### src/rtl/ldtu_cu_pkg.sv
// Shared definitions for the LiteDTU frame control unit: output defaults,
// trailer field widths, the CRC-12 polynomial and the per-word sample-count helper.
package ldtu_cu_pkg;

    localparam logic [31:0] DEF_IDLE_WORD  = 32'hF000_0000;
    localparam logic [3:0]  DEF_TRAILER_ID = 4'b1101;

    // Trailer layout: {id, nsample, crc, nframe}
    localparam int TRL_ID_W      = 4;
    localparam int TRL_NSAMPLE_W = 8;
    localparam int TRL_CRC_W     = 12;
    localparam int TRL_NFRAME_W  = 8;

    // x^12 + x^11 + x^3 + x^2 + x + 1
    localparam logic [TRL_CRC_W-1:0] CRC12_POLY = 12'h80F;

    // Number of samples carried by a packed word, decoded from its header byte.
    function automatic logic [TRL_NSAMPLE_W-1:0] sum_val(input logic [7:0] hdr);
        logic [TRL_NSAMPLE_W-1:0] n;
        case (hdr[7:6])
            2'b01:   n = 8'd5;
            2'b10:   n = {2'b00, hdr[5:0]};
            2'b00:   n = (hdr[7:2] == 6'b001010) ? 8'd2 : 8'd1;
            default: n = 8'd0;
        endcase
        return n;
    endfunction

endpackage

### src/rtl/ldtu_frame_ctrl_if.sv
// Bus between the sample packer / FIFO side and the frame control unit.
// master drives the packer-side inputs, slave is the control unit itself.
interface ldtu_frame_ctrl_if #(
    parameter int LEN_W  = 6,
    parameter int LOSS_W = 16
);
    logic              fallback;
    logic              Load_data;
    logic [31:0]       DATA_32;
    logic              Load_data_FB;
    logic [31:0]       DATA_32_FB;
    logic              full;
    logic              handshake;
    logic [LEN_W-1:0]  frame_len;
    logic              flush;

    logic [31:0]       DATA_from_CU;
    logic              write_signal;
    logic              losing_data;
    logic              read_signal;
    logic [LOSS_W-1:0] loss_count;
    logic [7:0]        frame_count;
    logic              trailer_pending;

    modport master (
        output fallback, Load_data, DATA_32, Load_data_FB, DATA_32_FB,
               full, handshake, frame_len, flush,
        input  DATA_from_CU, write_signal, losing_data, read_signal,
               loss_count, frame_count, trailer_pending
    );

    modport slave (
        input  fallback, Load_data, DATA_32, Load_data_FB, DATA_32_FB,
               full, handshake, frame_len, flush,
        output DATA_from_CU, write_signal, losing_data, read_signal,
               loss_count, frame_count, trailer_pending
    );

endinterface

### src/rtl/ldtu_crc12.sv
// Combinational CRC-12 next-state: folds one 32-bit word, MSB first, into crc_in.
module ldtu_crc12
    import ldtu_cu_pkg::*;
(
    input  logic [31:0]          data,
    input  logic [TRL_CRC_W-1:0] crc_in,
    output logic [TRL_CRC_W-1:0] crc_out
);

    // Bit-serial LFSR unrolled over the whole word.
    always_comb begin
        logic fb;
        fb      = 1'b0;
        crc_out = crc_in;
        for (int i = 31; i >= 0; i--) begin
            fb      = crc_out[TRL_CRC_W-1] ^ data[i];
            crc_out = {crc_out[TRL_CRC_W-2:0], 1'b0} ^ (fb ? CRC12_POLY : '0);
        end
    end

endmodule

### src/rtl/ldtu_frame_ctrl.sv
// LiteDTU frame control unit: arbitrates trailer / skid / incoming words onto
// the output FIFO, keeps per-frame accounting and closes frames with a trailer.
module ldtu_frame_ctrl
    import ldtu_cu_pkg::*;
#(
    parameter int                  LEN_W      = 6,
    parameter int                  LOSS_W     = 16,
    parameter logic [31:0]         IDLE_WORD  = DEF_IDLE_WORD,
    parameter logic [TRL_ID_W-1:0] TRAILER_ID = DEF_TRAILER_ID
)(
    input  logic             CLK,
    input  logic             rst,
    ldtu_frame_ctrl_if.slave bus
);

    logic                     skid_valid;
    logic [31:0]              skid_data;
    logic [LEN_W-1:0]         nword;
    logic [TRL_NSAMPLE_W-1:0] nsample;
    logic [TRL_CRC_W-1:0]     crc;
    logic                     trailer_due;

    logic [31:0]              data_out;
    logic                     write_q;
    logic                     losing_q;
    logic                     read_q;
    logic [LOSS_W-1:0]        loss_cnt;
    logic [TRL_NFRAME_W-1:0]  frame_cnt;

    logic                     in_valid;
    logic [31:0]              in_data;
    logic                     do_trailer;
    logic                     do_skid_wr;
    logic                     do_in_wr;
    logic                     do_data_wr;
    logic                     count_wr;
    logic                     skid_free;
    logic                     to_skid;
    logic                     drop;
    logic [31:0]              wr_data;
    logic [LEN_W-1:0]         nword_inc;
    logic                     len_hit;
    logic                     due_set;
    logic [TRL_CRC_W-1:0]     crc_next;
    logic [31:0]              trailer_word;

    assign in_valid   = bus.fallback ? bus.Load_data_FB : bus.Load_data;
    assign in_data    = bus.fallback ? bus.DATA_32_FB   : bus.DATA_32;

    // Trailer beats the skid word, which beats a fresh word.
    assign do_trailer = !bus.full && trailer_due && !bus.fallback;
    assign do_skid_wr = !bus.full && !do_trailer && skid_valid;
    assign do_in_wr   = !bus.full && !do_trailer && !skid_valid && in_valid;
    assign do_data_wr = do_skid_wr || do_in_wr;
    assign count_wr   = do_data_wr && !bus.fallback;
    assign wr_data    = do_skid_wr ? skid_data : in_data;

    assign skid_free  = !skid_valid || do_skid_wr;
    assign to_skid    = in_valid && !do_in_wr && skid_free;
    assign drop       = in_valid && !do_in_wr && !skid_free;

    // A frame_len of 0 means a full 2^LEN_W frame, reached when nword wraps to 0.
    assign nword_inc  = nword + 1'b1;
    assign len_hit    = (bus.frame_len != '0) && (nword >= bus.frame_len);
    assign due_set    = (count_wr && (nword_inc == bus.frame_len)) || len_hit ||
                        (bus.flush && (nword != '0));

    assign trailer_word = {TRAILER_ID, nsample, crc, frame_cnt};

    ldtu_crc12 u_crc12 (
        .data    (wr_data),
        .crc_in  (crc),
        .crc_out (crc_next)
    );

    // Output write path, frame accounting and trailer bookkeeping.
    always_ff @(posedge CLK) begin
        if (rst) begin
            data_out    <= IDLE_WORD;
            write_q     <= 1'b0;
            losing_q    <= 1'b0;
            read_q      <= 1'b0;
            loss_cnt    <= '0;
            frame_cnt   <= '0;
            nword       <= '0;
            nsample     <= '0;
            crc         <= '0;
            trailer_due <= 1'b0;
        end else begin
            read_q   <= bus.handshake;
            write_q  <= 1'b0;
            losing_q <= drop;
            if (drop && (loss_cnt != '1)) begin
                loss_cnt <= loss_cnt + 1'b1;
            end

            if (do_trailer) begin
                data_out    <= trailer_word;
                write_q     <= 1'b1;
                nword       <= '0;
                nsample     <= '0;
                crc         <= '0;
                trailer_due <= 1'b0;
                frame_cnt   <= frame_cnt + 1'b1;
            end else begin
                if (do_data_wr) begin
                    data_out <= wr_data;
                    write_q  <= 1'b1;
                end
                if (count_wr) begin
                    crc     <= crc_next;
                    nsample <= nsample + sum_val(wr_data[31:24]);
                    nword   <= nword_inc;
                end
                if (due_set) begin
                    trailer_due <= 1'b1;
                end
            end

            if (bus.fallback) begin
                nword       <= '0;
                nsample     <= '0;
                crc         <= '0;
                trailer_due <= 1'b0;
                frame_cnt   <= '0;
            end
        end
    end

    // One-word skid register catching words that lose arbitration.
    always_ff @(posedge CLK) begin
        if (rst) begin
            skid_valid <= 1'b0;
            skid_data  <= '0;
        end else if (to_skid) begin
            skid_valid <= 1'b1;
            skid_data  <= in_data;
        end else if (do_skid_wr) begin
            skid_valid <= 1'b0;
        end
    end

    assign bus.DATA_from_CU    = data_out;
    assign bus.write_signal    = write_q;
    assign bus.losing_data     = losing_q;
    assign bus.read_signal     = read_q;
    assign bus.loss_count      = loss_cnt;
    assign bus.frame_count     = frame_cnt;
    assign bus.trailer_pending = trailer_due;

endmodule

### src/flat_wrapper.sv
// flat-port wrapper written by rule: the top's interface ports become plain ports
module ldtu_frame_ctrl_flat import ldtu_cu_pkg::*;
#(
    parameter int                  LEN_W      = 6,
    parameter int                  LOSS_W     = 16,
    parameter logic [31:0]         IDLE_WORD  = DEF_IDLE_WORD,
    parameter logic [TRL_ID_W-1:0] TRAILER_ID = DEF_TRAILER_ID
)
  (CLK, rst, bus_fallback, bus_Load_data, bus_DATA_32, bus_Load_data_FB, bus_DATA_32_FB, bus_full, bus_handshake, bus_frame_len, bus_flush, bus_DATA_from_CU, bus_write_signal, bus_losing_data, bus_read_signal, bus_loss_count, bus_frame_count, bus_trailer_pending);
  ldtu_frame_ctrl_if #(.LEN_W(LEN_W), .LOSS_W(LOSS_W)) bus_i ();
  input  logic CLK;
  input  logic rst;
  input wire logic [$bits(bus_i.fallback)-1:0] bus_fallback;
  input wire logic [$bits(bus_i.Load_data)-1:0] bus_Load_data;
  input wire logic [$bits(bus_i.DATA_32)-1:0] bus_DATA_32;
  input wire logic [$bits(bus_i.Load_data_FB)-1:0] bus_Load_data_FB;
  input wire logic [$bits(bus_i.DATA_32_FB)-1:0] bus_DATA_32_FB;
  input wire logic [$bits(bus_i.full)-1:0] bus_full;
  input wire logic [$bits(bus_i.handshake)-1:0] bus_handshake;
  input wire logic [$bits(bus_i.frame_len)-1:0] bus_frame_len;
  input wire logic [$bits(bus_i.flush)-1:0] bus_flush;
  output wire logic [$bits(bus_i.DATA_from_CU)-1:0] bus_DATA_from_CU;
  output wire logic [$bits(bus_i.write_signal)-1:0] bus_write_signal;
  output wire logic [$bits(bus_i.losing_data)-1:0] bus_losing_data;
  output wire logic [$bits(bus_i.read_signal)-1:0] bus_read_signal;
  output wire logic [$bits(bus_i.loss_count)-1:0] bus_loss_count;
  output wire logic [$bits(bus_i.frame_count)-1:0] bus_frame_count;
  output wire logic [$bits(bus_i.trailer_pending)-1:0] bus_trailer_pending;
  assign bus_i.fallback = bus_fallback;
  assign bus_i.Load_data = bus_Load_data;
  assign bus_i.DATA_32 = bus_DATA_32;
  assign bus_i.Load_data_FB = bus_Load_data_FB;
  assign bus_i.DATA_32_FB = bus_DATA_32_FB;
  assign bus_i.full = bus_full;
  assign bus_i.handshake = bus_handshake;
  assign bus_i.frame_len = bus_frame_len;
  assign bus_i.flush = bus_flush;
  assign bus_DATA_from_CU = bus_i.DATA_from_CU;
  assign bus_write_signal = bus_i.write_signal;
  assign bus_losing_data = bus_i.losing_data;
  assign bus_read_signal = bus_i.read_signal;
  assign bus_loss_count = bus_i.loss_count;
  assign bus_frame_count = bus_i.frame_count;
  assign bus_trailer_pending = bus_i.trailer_pending;
  ldtu_frame_ctrl #(.LEN_W(LEN_W), .LOSS_W(LOSS_W), .IDLE_WORD(IDLE_WORD), .TRAILER_ID(TRAILER_ID)) u_core (.CLK(CLK), .rst(rst), .bus(bus_i));
endmodule
### config.mk
export PLATFORM = sky130hd
export DESIGN_NAME = ldtu_frame_ctrl_flat
export DESIGN_NICKNAME = d
export VERILOG_FILES = /design/src/rtl/ldtu_cu_pkg.sv /design/src/rtl/ldtu_frame_ctrl_if.sv /design/src/rtl/ldtu_crc12.sv /design/src/rtl/ldtu_frame_ctrl.sv /design/src/flat_wrapper.sv
export SDC_FILE = /design/constraint.sdc
export NUM_CORES = 1
export LEC_CHECK = 0
export CAP_MARGIN = 20
export CORE_ASPECT_RATIO = 0.5
export CORE_MARGIN = 2
export CORE_UTILIZATION = 50
export DETAILED_ROUTE_END_ITERATION = 16
export MAX_ROUTING_LAYER = met4
export PLACE_DENSITY_LB_ADDON = 0.3
export SLEW_MARGIN = 20
export SYNTH_ARGS = -nofsm -noshare
export SYNTH_HDL_FRONTEND = slang
export SYNTH_SLANG_ARGS = --single-unit
### constraint.sdc
create_clock -name CLK -period 6.5 [get_ports CLK]
set_clock_uncertainty 0.2 [all_clocks]
set_input_delay 1.3 -clock CLK [delete_from_list [all_inputs] [get_ports CLK]]
set_output_delay 1.3 -clock CLK [all_outputs]
set_load 0.005 [all_outputs]
After elaboration in Yosys (flattened, before gate mapping)
Index checks and enable logic that the tools add are counted.
{ "word_totals": {"wordCells": 165, "register_bits": 119, "in_bits": 78, "out_inout_bits": 60} }
{ "op_classes": {"magnitude_cmp": 1, "muxes": 46, "addsub": 4, "n_eq_ne": 5, "bitwise_logic": 64, "n_reduce_logical": 32} }
{ "op_table": {"columns": ["operator", "count"], "rows": [
  ["12-bit two-way mux", 32],
  ["12-bit XOR", 32],
  ["32-bit two-way mux", 2],
  ["30-bit two-way mux", 2],
  ["1-bit XOR", 32],
  ["8-bit two-way mux", 3],
  ["8-bit case mux with 3 select lines", 1],
  ["16-bit by 1-bit adder with 16-bit output (second input constant)", 1],
  ["16-bit != test (second input constant)", 1],
  ["1-bit logical AND", 14],
  ["6-bit nonzero test", 2],
  ["8-bit by 1-bit adder with 8-bit output (second input constant)", 1],
  ["8-bit adder", 1],
  ["6-bit by 1-bit adder with 6-bit output (second input constant)", 1],
  ["6-bit by 4-bit == test with 1-bit output (second input constant)", 1],
  ["6-bit == test", 1],
  ["6-bit greater-or-equal comparator", 1],
  ["1-bit zero test", 6],
  ["1-bit two-way mux", 5],
  ["1-bit logical OR", 4],
  ["2-bit nonzero test", 2],
  ["2-bit OR reduction", 2],
  ["3-bit OR reduction", 1],
  ["2-bit by 1-bit == test with 1-bit output (second input constant)", 1],
  ["3 further kinds", 3]
]} }

Longest topological paths before layout
Gate-level depths: netlist of the first run.
{ "logic_depth": {"depth_word": 103, "ltp_mapped": 21, "mapped_depth_nobuf": 16} }

Modules after synthesis
Synthesis of the first run repeated with hierarchy kept, for this count alone.
{ "unflattened": {"hier_cells": 756, "area_unflattened_um2": 6991.7} }
{ "modules_own_cells": {"columns": ["mod", "cells_per_inst", "area_each_um2", "instances"], "rows": [
  ["ldtu_frame_ctrl", 684, 6107.1, 1],
  ["ldtu_crc12", 72, 884.6, 1]
]} }

Least setup slack after synthesis of the first run
OpenSTA, ideal clock, no wires.
{ "synth_path": {"path_type": "input to register", "start": "input port bus_fallback", "end": "register u_core.nsample[7]", "n_path_buf": 6, "arrival_ns": 4.620, "path_slack_ns": 1.553, "path_stages": 20, "t_required_ns": 6.172, "cell_sequence": "buf_6 -> nand2b_1 -> buf_6 -> nand2_4 -> buf_4 -> buf_4 -> buf_1 -> clkbuf_1 -> a21oi_1 -> a21oi_1 -> inv_1 -> ha_1 -> a21o_1 -> a21o_1 -> a21o_1 -> a21oi_1 -> nor2b_1 -> o211ai_1 -> xor2_1 -> nor2_1"} }
{ "synth_via": {"elab_chain_cells": 13} }
{ "synth_lines": {"columns": ["element", "line", "text"], "rows": [
  ["start, declared", "flat_wrapper.sv:13", "input wire logic [$bits(bus_i.fallback)-1:0] bus_fallback;"],
  ["1-bit zero test", "ldtu_frame_ctrl.sv:51, ldtu_frame_ctrl.sv:55", null],
  ["1-bit logical AND", "ldtu_frame_ctrl.sv:51", "assign do_trailer = !bus.full && trailer_due && !bus.fallback;"],
  ["1-bit zero test", "ldtu_frame_ctrl.sv:52, ldtu_frame_ctrl.sv:53", null],
  ["1-bit logical AND", "ldtu_frame_ctrl.sv:52, ldtu_frame_ctrl.sv:53", null],
  ["1-bit logical AND", "ldtu_frame_ctrl.sv:52", "assign do_skid_wr = !bus.full && !do_trailer && skid_valid;"],
  ["32-bit two-way mux", "ldtu_frame_ctrl.sv:56", "assign wr_data = do_skid_wr ? skid_data : in_data;"],
  ["6-bit by 4-bit == test with 1-bit output", "ldtu_cu_pkg.sv:23", "2'b00: n = (hdr[7:2] == 6'b001010) ? 8'd2 : 8'd1;"],
  ["2-bit two-way mux", "ldtu_cu_pkg.sv:23", null],
  ["8-bit case mux with 3 select lines", "ldtu_cu_pkg.sv:20", "case (hdr[7:6])"],
  ["8-bit two-way mux", "ldtu_frame_ctrl.sv:110", "if (count_wr) begin"],
  ["8-bit two-way mux", "ldtu_frame_ctrl.sv:97", "if (do_trailer) begin"],
  ["8-bit two-way mux", "ldtu_frame_ctrl.sv:78", "if (rst) begin"],
  ["8-bit adder", "ldtu_frame_ctrl.sv:112", "nsample <= nsample + sum_val(wr_data[31:24]);"],
  ["end signal, assigned", "ldtu_frame_ctrl.sv:112", null],
  ["end, declared", "ldtu_frame_ctrl.sv:19", "logic [TRL_NSAMPLE_W-1:0] nsample;"]
]} }
Parallel ways exist; a longest one is shown, timed or not. The select of a mux whose other input is x is not followed.
A chain may end at the register's enable or synchronous reset.

Final worst setup path of the first run
{ "layout_path": {"start": "input port bus_full", "end": "register u_core.nsample[7]"} }
{ "layout_via": {"elab_chain_cells": 14} }
{ "layout_lines": {"columns": ["element", "line", "text"], "rows": [
  ["start, declared", "flat_wrapper.sv:18", "input wire logic [$bits(bus_i.full)-1:0] bus_full;"],
  ["1-bit zero test (*)", "ldtu_frame_ctrl.sv:51, ldtu_frame_ctrl.sv:52, ldtu_frame_ctrl.sv:53", null],
  ["1-bit logical AND (2 in series)", "ldtu_frame_ctrl.sv:51", null],
  ["1-bit zero test", "ldtu_frame_ctrl.sv:52, ldtu_frame_ctrl.sv:53", null],
  ["1-bit logical AND", "ldtu_frame_ctrl.sv:52, ldtu_frame_ctrl.sv:53", null],
  ["1-bit logical AND", "ldtu_frame_ctrl.sv:52", null],
  ["32-bit two-way mux", "ldtu_frame_ctrl.sv:56", null],
  ["6-bit by 4-bit == test with 1-bit output", "ldtu_cu_pkg.sv:23", null],
  ["2-bit two-way mux", "ldtu_cu_pkg.sv:23", null],
  ["8-bit case mux with 3 select lines", "ldtu_cu_pkg.sv:20", null],
  ["8-bit two-way mux", "ldtu_frame_ctrl.sv:110", null],
  ["8-bit two-way mux", "ldtu_frame_ctrl.sv:97", null],
  ["8-bit two-way mux", "ldtu_frame_ctrl.sv:78", null],
  ["8-bit adder", "ldtu_frame_ctrl.sv:112", null]
]} }
Mark *: on every way between the ends. The rest lies on a longest branch, timed or not. The select of a mux whose other input is x is not followed.

==> results.toml, run 1 <==
[run_status]
status = "completed"

[critical_path]
cp_cell_sequence = "clkdlybuf4s50_1 -> nor2b_4 -> nand2_4 -> mux2i_1 -> nand4b_1 -> nor2_1 -> a21oi_1 -> inv_1 -> ha_1 -> a21o_1 -> a21o_1 -> a21o_1 -> a21oi_1 -> nor2b_1 -> o211ai_1 -> xor2_1 -> nor2_1"
path_common_cell = "a21o_1"
crit_arrival_ps = 5140
slowest_stage = "clkdlybuf4s50_1"
crit_start = "bus_full"
crit_family = "simple AND/OR/NAND/NOR gates"
end_kind = "flip-flop"
path_class = "input pin to flip-flop"
cp.buffers_inverters = 2
r2r_start = "u_core.bus.trailer_pending"
cp-start-kind = "input pin"
crit_path_max_incr_delay_ps = 700
crit_path_max_fanout = 52
worstPathRequired_ps = 6580

[hold_path]
min_path_type = "flip-flop to flip-flop"
min_from = "u_core.bus.DATA_from_CU[25]"

[flow_run]
cap_violations = 0

[cells_and_area]
seq_area_um2 = 2380
areaGrowthSynthToFinish_pct = 28.3
multi_input_area_um2 = 4570
final_cell_mix = "155 x nor2_1, 135 x clkdlybuf4s50_1, 119 x dfxtp_1"
fin_nets = 1038
drive_above_1_share_pct = 8.47
n_antenna_cell = 0
fill_cells = 1170
final_common_cell = "nor2_1"

[placement]
hpwlAfterDp_mm = 15.1
place_ws_ps = 1100
io_buffer_count = 137
place.gp.congestion = 0.982

[timing]
fmax_ghz = 0.197
whs_ps = 264
post-route-period-util_pct = 77.9
fin_crit_ps = 5070
worst_pin_slew_ps = 1010
setup_viol = 0
finalHoldViolations = 0
fin_ws_ps = 1430
rsz0062_at_grt = "no"
finalMaxSlewViolations = 0
slew_headroom_pct = 32.6
tns_ps = 0

[routing]
drt_wl_total_mm = 20.5
route.detailed.drc = 0
firstDrtPassIters = 5
vias = 6328
avgRoutedWirePerCell_um = 17.8
viasPerCell = 5.48
drt_iter0_drc = 525
antenna_left = 0

[logic_synthesis]
netlist.area_leader.share_pct = 32.9
ys_seq_area_share_pct = 32.9
ys.flop_type = "dfxtp_1"
ys_ff_latch = 119
ys_warn_count = 0
async_flop_share_pct = 0
synthCells = 831
synth_area_leaders = "dfxtp_1 33%, xnor2_1 11%, nor2_1 8.2%"
avgSynthCellArea_um2 = 8.71
ys_types = 50
netlist_area_um2 = 7240
synth_top_area_cell = "dfxtp_1"
synth-edff-count = 0
synthesis.nets = 926

[clock_tree]
numCtsBuffers = 17
clk_path_buf_depth = 2
holdBufCountCts = 0
worstSkewPairLatency_ps = 420
cts_resized = 0
tritoncts = "yes"
cts.sinks = 119
clockRootBuffer = "clkbuf_16"
path_clk_slew_ps = 50
cts_setup_buffers = 0
htreeDepth = 4

[global_route]
overflow = 0
grt_max_degree = 84
grt_pass1_wl_mm = 31.9
antenna_found_initial = 0
track_usage_pct = 27.6
grt_pass1_vias = 5938

[power]
clkPwrFrac_pct = 38.7
seqPwrFrac_pct = 31.4
cellLeakagePower_nw = 3.68
p_per_area_nw_per_um2 = 277
finalPower_mw = 2.57
power.internal_mw = 1.77
sw_frac_of_total_pct = 30.9
power.switching_uw = 794
combPwrFrac_pct = 29.9
peakVddDrop_v = 0.000210

[floorplanning]
ios = 138
die_y_um = 89.1
die_w_um = 174
fp-row-count = 31
die_area_um2 = 15500
core_area_um2 = 14300
floorplan.initialDensity_pct = 50.6
## metal layers
layer / share of wire [%] / global-route usage (%) / vias to the layer above
li1: - / - / 3086
met1: 47 / 36.9 / 2980
met2: 44 / 42.9 / 243
met3: 7.3 / 5.70 / 19
met4: 1.4 / 7.87 / 0
met5: 0 / - / -
## final timing paths
path                            endpoint  slack (ps)  cells past startpoint
min          u_core.bus.DATA_from_CU[25]         260                      2
max reg2reg            u_core.nsample[7]        2200                     16
max                    u_core.nsample[7]        1430                     17
min reg2reg  u_core.bus.DATA_from_CU[25]         260                      2
## cell families (layout without fill, tap and decap cells)
| kind of cell | after synthesis | after routing | share of synthesized area [%] |
|---|---|---|---|
| flip-flops | 119 | 119 | 32.9 |
| adder cells (fa/ha/maj) | 17 | 17 | 3.04 |
| XOR/XNOR | 154 | 154 | 21.1 |
| AO/OA/AOI/OAI | 126 | 126 | 11.9 |
| AND/OR/NAND/NOR | 284 | 284 | 17.1 |
| buffers and inverters | 64 | 189 | 4.06 |
| multiplexers | 67 | 67 | 9.96 |
## per-stage QoR
stage	utilization [%]	instances	area (um^2)
final	64.9	1154	9290
after global routing	64.9	1154	9290
after CTS	64.9	1154	9290
after detailed placement	60.6	1122	8670
after global placement	60.6	1122	8670
after floorplan	-	831	7240
## cell usage after synthesis, types with 2 or more instances
master / n
ha_1: 16
o21a_1: 2
xnor2_1: 88
a221oi_1: 24
inv_1: 11
mux2_2: 23
xnor3_1: 9
and3_1: 4
buf_1: 3
nor4_1: 3
nand4_1: 7
a211oi_1: 33
buf_6: 4
dfxtp_1: 119
a31oi_1: 3
o21ai_0: 13
or2_2: 3
o211ai_1: 4
nand2_1: 50
mux2i_1: 41
or3_1: 4
a22oi_1: 4
nand2b_1: 7
and4_1: 2
o21ai_1: 4
nor3_1: 21
nor2b_1: 9
clkbuf_1: 39
xor3_1: 2
a21oi_1: 31
nor2_1: 158
nand3_1: 12
buf_4: 6
xor2_1: 53
a21o_1: 4
## registers in the layout, indices dropped and copies added, names as in the netlist
signal                      count
u_core.nsample                  8
u_core.bus.write_signal         1
u_core.bus.frame_count          8
u_core.bus.read_signal          1
u_core.bus.trailer_pending      1
u_core.skid_valid               1
u_core.nword                    6
u_core.skid_data               32
u_core.bus.loss_count          16
u_core.bus.losing_data          1
u_core.bus.DATA_from_CU        32
u_core.crc                     12
## area by class of cell
cell class | count | share of cell area (%)
Multi-Input combinational cell | 648 | 49.2
Sequential cell | 119 | 25.7
Timing Repair Buffer | 146 | 15.4
Clock buffer | 17 | 4.58
Tap cell | 198 | 2.67
Clock inverter | 15 | 2.03
Inverter | 11 | 0.445
## worst register-to-register path, delay by kind of cell, from the launching register on
kind / cells / cell delay (ps)
simple gates: 6 / 1290
compound gates: 6 / 1040
flops: 1 / 590
mux: 1 / 580
fa+ha+maj: 1 / 220
xor+xnor: 1 / 160
buf+inv: 1 / 80
## power by group through the flow
stage	sequential (mW)	clock, mW	combinational (mW)
after floorplan	0.811	0	0.563
after global placement	0.821	0	0.741
after detailed placement	0.822	0	0.750
after CTS	0.806	0.999	0.765
after global routing	0.811	1.04	0.825
final	0.808	0.994	0.767
(Power assumes the default switching activity.)
==> run 2, diff against run 1 <==
clock period = 4.9 ns   (was 6.5 ns; I/O delays follow)
==> results.toml, run 2 (same netlist as run 1, synthesis figures left out) <==
[placement]
place_ws_ps = 188
io_buffer_count = 137
hpwlAfterDp_mm = 15.6
placed_area_um2 = 8780
dp_cells = 1137
place.gp.congestion = 0.917

[power]
seqPwrFrac_pct = 31.9
sw_frac_of_total_pct = 31.0
finalPower_mw = 3.35
power.switching_mw = 1.04
clkPwrFrac_pct = 37.5
power.internal_mw = 2.32
p_per_area_nw_per_um2 = 358
peakVddDrop_v = 0.000283
combPwrFrac_pct = 30.6
cellLeakagePower_nw = 3.74

[floorplanning]
die_y_um = 89.1
ios = 138
fp-row-count = 31
core_area_um2 = 14300
floorplan.initialDensity_pct = 50.6
die_w_um = 174
die_area_um2 = 15500

[critical_path]
crit_arrival_ps = 4460
worstPathRequired_ps = 4980
path_class = "input pin to flip-flop"
cp-start-kind = "input pin"
end_kind = "flip-flop"
crit_path_max_fanout = 19

[cells_and_area]
final_util_pct = 65.5
final_common_cell = "nor2_1"
final_cell_mix = "155 x nor2_1, 135 x clkdlybuf4s50_1, 119 x dfxtp_1"
fin_nets = 1053
areaGrowthSynthToFinish_pct = 29.6
stdcell_count = 1169
final_area_um2 = 9380
n_antenna_cell = 0
drive_above_1_share_pct = 9.89

[timing]
whs_ps = 255
slew_headroom_pct = 40.0
post-route-period-util_pct = 89.3
fmax_ghz = 0.229
tns_ps = 0
finalHoldViolations = 0
rsz0062_at_grt = "no"
fin_crit_ps = 4370
setup_viol = 0
worst_pin_slew_ps = 900
fin_ws_ps = 526
finalMaxSlewViolations = 0

[clock_tree]
worstSkewPairLatency_ps = 420
cts_resized = 0
clk_path_buf_depth = 2
tritoncts = "yes"
path_clk_slew_ps = 60
htreeDepth = 4
holdBufCountCts = 0
numCtsBuffers = 17
clockRootBuffer = "clkbuf_16"
cts_setup_buffers = 0
cts.sinks = 119

[routing]
antenna_left = 0
viasPerCell = 5.55
drt_iter0_drc = 464
firstDrtPassIters = 5
avgRoutedWirePerCell_um = 17.7
drt_wl_total_mm = 20.7
route.detailed.drc = 0
vias = 6483

[global_route]
grt_pass1_wl_mm = 32.4
grt_max_degree = 83
antenna_found_initial = 0
grt_pass1_vias = 6116
track_usage_pct = 28.1
overflow = 0

[hold_path]
min_path_type = "flip-flop to flip-flop"

[flow_run]
cap_violations = 0

[run_status]
status = "completed"
## run 2: cell types whose count changed in the layout (fill, tap and decap cells not counted)
cell	previous run	this run
buf_4	9	24
bufinv_16	3	2
clkinv_2	1	2
clkinv_4	2	3
inv_6	7	5
inv_8	0	1
## run 2: cell type report
type                            instances  area (um^2)
Inverter                               11         41.3
Fill cell                            1166         4940
Sequential cell                       119         2380
Multi-Input combinational cell        648         4570
Tap cell                              198          248
Clock buffer                           17          425
Timing Repair Buffer                  161         1540
Clock inverter                         15          166
## run 2: final timing paths
check / startpoint / endpoint / slack (ps) / depth (start not counted)
max: bus_full / u_core.nsample[7] / 530 / 17
min: u_core.bus.DATA_from_CU[24] / u_core.bus.DATA_from_CU[24] / 250 / 2
max reg2reg: u_core.bus.trailer_pending / u_core.nsample[7] / 810 / 16
min reg2reg: u_core.bus.DATA_from_CU[24] / u_core.bus.DATA_from_CU[24] / 250 / 2
## run 2: per-layer routing
metal	part of all wire (%)	routed length, um	GRT usage, %
met5	0	0	-
met3	7.0	1450	4.63
met1	47	9700	37.9
met4	2.0	418	8.79
met2	44	9140	43.8
## run 2: power groups by stage
stage,Clock (mW),Combinational (mW),Sequential (mW)
6_report,1.26,1.02,1.07
2_1_floorplan,0,0.747,1.08
3_5_place_dp,0,1.01,1.09
3_3_place_gp,0,0.995,1.09
5_1_grt,1.32,1.11,1.08
4_1_cts,1.27,1.02,1.07
## run 2: worst max-delay path, cell delays in order
cell             delay (ps)
clkdlybuf4s50_1         540
nor2b_4                  80
nand2_4                 230
mux2i_1                 610
nand2_1                 160
nor2_1                  210
a21oi_1                 120
inv_1                    80
ha_1                    210
a21o_1                  170
a21o_1                  200
a21o_1                  180
a21oi_1                 210
nor2b_1                  70
o211ai_1                180
xor2_1                  160
nor2_1                   50
